===== src/rtl/fpnew_pkg.sv =====
// Shared FPU types used by the divsqrt sharing logic.
// Latency: n/a (types only).
// Backpressure: n/a.
package fpnew_pkg;

  // IEEE exception flags reported alongside every result.
  typedef struct packed {
    logic nv;
    logic dz;
    logic of;
    logic uf;
    logic nx;
  } status_t;

endpackage


===== src/rtl/fpnew_divsqrt_rr_pick.sv =====
// Round-robin pick: first set request at or after ptr, wrapping at NumReq-1.
// Latency: combinational.
// Backpressure: none; pure function of req_i and ptr_i.
module fpnew_divsqrt_rr_pick #(
  parameter int unsigned NumReq = 4,
  parameter int unsigned IdxW   = (NumReq > 1) ? $clog2(NumReq) : 1
) (
  input  logic [NumReq-1:0] req_i,
  input  logic [IdxW-1:0]   ptr_i,
  output logic [NumReq-1:0] gnt_o,
  output logic [IdxW-1:0]   idx_o,
  output logic              any_o
);

  logic [IdxW-1:0] cand;

  always_comb begin
    any_o = 1'b0;
    idx_o = '0;
    cand  = '0;
    for (int unsigned i = 0; i < NumReq; i++) begin
      cand = IdxW'((32'(ptr_i) + i) % NumReq);
      if (!any_o && req_i[cand]) begin
        any_o = 1'b1;
        idx_o = cand;
      end
    end
  end

  assign gnt_o = any_o ? (NumReq'(1) << idx_o) : '0;

endmodule


===== src/rtl/fpnew_divsqrt_arbiter.sv =====
// Shares one divsqrt unit among NumReq requesters, one operation in flight.
// Latency: accept -> issue next cycle; accept-to-accept = unit latency + 2.
// Backpressure: holds issue until unit_ready_i, holds response until rsp_ready_i[g].
module fpnew_divsqrt_arbiter
  import fpnew_pkg::*;
#(
  parameter int unsigned NumReq       = 4,
  parameter int unsigned PayloadWidth = 150,
  parameter int unsigned ResultWidth  = 64
) (
  input  logic                                 clk_i,
  input  logic                                 rst_i,
  input  logic                                 flush_i,
  input  logic [NumReq-1:0]                    req_valid_i,
  output logic [NumReq-1:0]                    req_ready_o,
  input  logic [NumReq-1:0][PayloadWidth-1:0]  req_payload_i,
  output logic                                 unit_valid_o,
  input  logic                                 unit_ready_i,
  output logic [PayloadWidth-1:0]              unit_payload_o,
  input  logic                                 unit_result_valid_i,
  output logic                                 unit_result_ready_o,
  input  logic [ResultWidth-1:0]               unit_result_i,
  input  status_t                              unit_status_i,
  output logic [NumReq-1:0]                    rsp_valid_o,
  input  logic [NumReq-1:0]                    rsp_ready_i,
  output logic [ResultWidth-1:0]               rsp_result_o,
  output status_t                              rsp_status_o,
  output logic                                 busy_o
);

  localparam int unsigned IdxW = (NumReq > 1) ? $clog2(NumReq) : 1;

  typedef enum logic [1:0] {IDLE, ISSUE, WAIT} state_e;

  state_e                  state_q, state_d;
  logic [IdxW-1:0]         rr_ptr_q, grant_q, pick_idx;
  logic [NumReq-1:0]       pick_gnt;
  logic                    pick_any;
  logic [PayloadWidth-1:0] payload_q;
  logic                    kill, accept, issue_hs, result_hs;

  fpnew_divsqrt_rr_pick #(
    .NumReq (NumReq),
    .IdxW   (IdxW)
  ) i_rr_pick (
    .req_i (req_valid_i),
    .ptr_i (rr_ptr_q),
    .gnt_o (pick_gnt),
    .idx_o (pick_idx),
    .any_o (pick_any)
  );

  // Reset and flush both squash every handshake in the cycle they are seen.
  assign kill      = flush_i | rst_i;
  assign accept    = (state_q == IDLE) && pick_any && !kill;
  assign issue_hs  = (state_q == ISSUE) && unit_ready_i && !kill;
  assign result_hs = (state_q == WAIT) && unit_result_valid_i && rsp_ready_i[grant_q] && !kill;

  always_ff @(posedge clk_i) begin
    if (rst_i) state_q <= IDLE;
    else       state_q <= state_d;
  end

  always_comb begin
    state_d = state_q;
    if (flush_i) begin
      state_d = IDLE;
    end else begin
      case (state_q)
        IDLE:    if (accept)    state_d = ISSUE;
        ISSUE:   if (issue_hs)  state_d = WAIT;
        WAIT:    if (result_hs) state_d = IDLE;
        default:                state_d = IDLE;
      endcase
    end
  end

  always_comb begin
    req_ready_o         = '0;
    unit_valid_o        = 1'b0;
    rsp_valid_o         = '0;
    unit_result_ready_o = 1'b0;
    case (state_q)
      IDLE:  req_ready_o = kill ? '0 : pick_gnt;
      ISSUE: unit_valid_o = !kill;
      WAIT: begin
        rsp_valid_o[grant_q] = unit_result_valid_i && !kill;
        unit_result_ready_o  = rsp_ready_i[grant_q] && !kill;
      end
      default: ;
    endcase
  end

  assign busy_o = (state_q != IDLE) && !rst_i;

  // Pointer moves only on a completed response, so flushed work keeps its turn.
  always_ff @(posedge clk_i) begin
    if (rst_i) begin
      rr_ptr_q  <= '0;
      grant_q   <= '0;
      payload_q <= '0;
    end else begin
      if (accept) begin
        grant_q   <= pick_idx;
        payload_q <= req_payload_i[pick_idx];
      end
      if (result_hs) begin
        rr_ptr_q <= (grant_q == IdxW'(NumReq - 1)) ? '0 : grant_q + IdxW'(1);
      end
    end
  end

  assign unit_payload_o = payload_q;
  assign rsp_result_o   = unit_result_i;
  assign rsp_status_o   = unit_status_i;

endmodule


===== config.mk =====
export PLATFORM = sky130hd
export DESIGN_NAME = fpnew_divsqrt_arbiter
export DESIGN_NICKNAME = d
export VERILOG_FILES = /design/src/rtl/fpnew_pkg.sv /design/src/rtl/fpnew_divsqrt_rr_pick.sv /design/src/rtl/fpnew_divsqrt_arbiter.sv
export SDC_FILE = /design/constraint.sdc
export NUM_CORES = 1
export LEC_CHECK = 0
export ABC_AREA = 1
export BUFFER_PORTS_ARGS = -buffer_cell sky130_fd_sc_hd__buf_2
export CAP_MARGIN = 10
export CORE_AREA = 5 5 354 356
export DETAILED_ROUTE_END_ITERATION = 8
export DIE_AREA = 0 0 359 361
export HOLD_SLACK_MARGIN = 0.03
export MAX_ROUTING_LAYER = met4
export SYNTH_ARGS = -nofsm -noshare
export SYNTH_HDL_FRONTEND = slang
export SYNTH_HIERARCHICAL = 1
export SYNTH_SLANG_ARGS = --single-unit

===== constraint.sdc =====
create_clock -name clk_i -period 4.86 [get_ports clk_i]
set_input_delay 0 -clock clk_i [delete_from_list [all_inputs] [get_ports clk_i]]
set_output_delay 0 -clock clk_i [all_outputs]
set_load 0.02 [all_outputs]

==> impl_metrics.toml <==
[clock_network]
cts_buffer_depth = 2
clk_pin_slew_ps = 80
cts_buffers = 17
cts_max_level = 4
cts_root_buf = "clkbuf_16"
insertion_delay_ps = 530
clock-sinks = 156
cts_setup_buffers = 0
cts_tree = "built"

[floorplanning]
core-area_um2 = 121400
die_area_um2 = 129600
io_pins = 912
die_width_um = 359
start_util_pct = 9.184
fp-row-count = 128
die_y_um = 361

[grt]
grt_pass1_wl_mm = 123.7
grt-ovfl-total = 0
antenna_found_initial = 28
grt_max_degree = 164
grt_pass1_vias = 16721
track_usage_pct = 13.63

[logic_synthesis]
ys_warn_count = 6
synth_top_area_share_pct = 28.01
yosysSeqAreaShare_pct = 28.01
synth_flop_cell = "dfxtp_1"
syn_nets = 2561
synthArstFlopShare_pct = 0
synth.distinct_cells = 26
syn_avg_cell_area_um2 = 5.946
synth_seq_cells = 156
synth_enable_flop_cells = 0
yosys.area.top_type = "dfxtp_1"
syn_inst = 1875
synth_area_leaders = "dfxtp_1, nand2_1, nor2_1"
synth_area_um2 = 11150

[power]
seqPwrFrac_pct = 29.9
power_density_nw_per_um2 = 237.8
p_sw_mw = 1.932
p_total_mw = 5.045
intPower_mw = 3.114
ir_drop_mv = 0.3163
clock_power_share_pct = 30.4
p_comb_share_pct = 39.6
cellLeakagePower_nw = 10.16
swShare_pct = 38.28

[run_status]
status = "finished clean"

[drt]
wl_mm = 90.15
drtIter0Drc = 1280
route.detailed.drc = 0
drt_pass1_iterations = 5
drtAntennaViolNets = 0
via_count = 17157
via_per_inst = 3.756
wire_per_inst_um = 19.74

[setup_path]
crit_type = "flop to flop"
required_ps = 5290
critPathCaptureType = "flop"
arrival_ps = 4840
path_max_fanout = 163
start_kind = "flop"

[sta]
final.min_clock_period_ps = 4403
timing.final.hold_violations = 0
finalMaxSlewViolations = 0
rsz0062_at_grt = "no"
fmax_mhz = 227.1
whs_ps = 54.85
fin_crit_sh_pct = 90.59
skew_ps = 18.88
setup_viol = 0
slew_headroom_pct = 29.38
worstMarginPinSlew_ps = 1059
finalSetupTns_ps = 0

[finish]
layout_commonest_cell = "buf_2"
layout_common_cells = "buf_2, nand2_1, dlygate4sd3_1"
finalNonFillerCells = 4568
drive_above_1_share_pct = 29.52
nNetsFinal = 3602
fin_area_um2 = 21220
fillers = 14002
syn_to_final_growth_pct = 90.29

[job]
maxCapViolations = 0

[placed_design]
routabilityCongestion = 0.9346
hpwlAfterDp_mm = 70.64
dp_cells = 4078
io_buffers = 773
placed_cell_area_um2 = 16110

[worst_hold_path]
hold_class = "primary input to flop"
==> stage by stage <==
| step | util [%] | worst slack (ps) |
|---|---|---|
| floorplan | - | 2766 |
| global placement | 13.27 | 998.4 |
| detailed placement | 13.27 | 1023 |
| CTS | 17.44 | 227.5 |
| global route | 17.47 | 102.4 |
| finish | 17.48 | 457.1 |
==> flip-flops by register name, summed over array words and instances (netlist names) <==
register        count
unit_payload_o    150
state_q             2
rr_ptr_q            2
grant_q             2
==> Yosys cell counts (2+ instances only) <==
cell type	n
buf_2	68
o21ai_2	2
inv_1	95
nand3_2	7
nand2_4	2
buf_1	8
nor2_4	2
nand3_1	102
nand2_2	13
o211ai_1	87
nor2_1	391
clkbuf_1	52
ha_1	4
buf_4	84
o21ai_1	112
dfxtp_1	156
nand2_1	449
o22ai_1	63
buf_6	5
nand4_1	2
o21ai_0	160
inv_2	7
==> worst max-delay path: stages (launching register included) <==
cell and delay, ps:
dfxtp_2 520, inv_8 80, nand2_2 90, nand2_4 70, o21ai_2 160, inv_1 70
nand3_2 120, nand3_2 180, inv_8 420, inv_8 410, buf_12 330, buf_4 180
nor2_1 80, nor2_1 40, o21ai_1 100, dlygate4sd3_1 560, o211ai_1 80, dlygate4sd3_1 590
nand2_1 70, inv_1 40
==> power groups by stage <==
stage	logic [mW]	registers, mW	clock network, mW
after global placement	1.60	1.53	0
after detailed placement	1.60	1.54	0
final	2.00	1.51	1.54
after floorplan	0.682	1.69	0
after global routing	2.16	1.53	1.68
after CTS	2.02	1.51	1.64
==> final cells by class <==
class                      count  area (um2)  area share, %
antenna                       16       40.04         0.1887
clock buffer                  17       425.4          2.005
clock inverter                13       192.7         0.9082
inverter                     103       421.7          1.987
multi-input combinational   1399        6401          30.17
sequential                   156        3124          14.73
tap                         1625        2033          9.583
timing repair buffer        1239        8578          40.43
==> logic make-up (layout without fill, tap and decap cells) <==
family          Yosys count  count (layout)  share of synthesized area (%)
simple gates            970             970                          34.97
compound gates          425             425                          21.80
buf+inv                 320            1372                          14.77
flops                   156             156                          28.01
fa+ha+maj                 4               4                         0.4489
other cells               0              16                              0
==> per-layer routing <==
metal / up-vias / wire (um) / GRT usage, % / part of all wire (%)
met1: 8017 / 38580 / 16.73 / 43
li1: 8144 / - / - / -
met5: - / 0 / - / 0
met2: 895 / 41880 / 21.76 / 46
met4: 0 / 2362 / 3.815 / 2.6
met3: 101 / 7330 / 4.095 / 8.1
==> what timing repair did <==
action | 4_1_cts | 5_1_grt
endpoints found under the hold margin | 221 | 0
endpoints found under the setup margin | 0 | 4
hold buffers | 444 | 0
gates resized for setup | 0 | 1
==> worst paths after layout <==
| path | startpoint | to | slack (ps) | depth (start not counted) |
|---|---|---|---|---|
| setup / recovery | rr_ptr_q[0] | unit_payload_o[57] | 460 | 19 |
| hold / removal | req_payload_i[572] | unit_payload_o[122] | 50 | 5 |
| setup reg to reg | rr_ptr_q[0] | unit_payload_o[57] | 460 | 19 |
| hold reg to reg | unit_payload_o[12] | unit_payload_o[12] | 470 | 2 |
(Power assumes the default switching activity.)
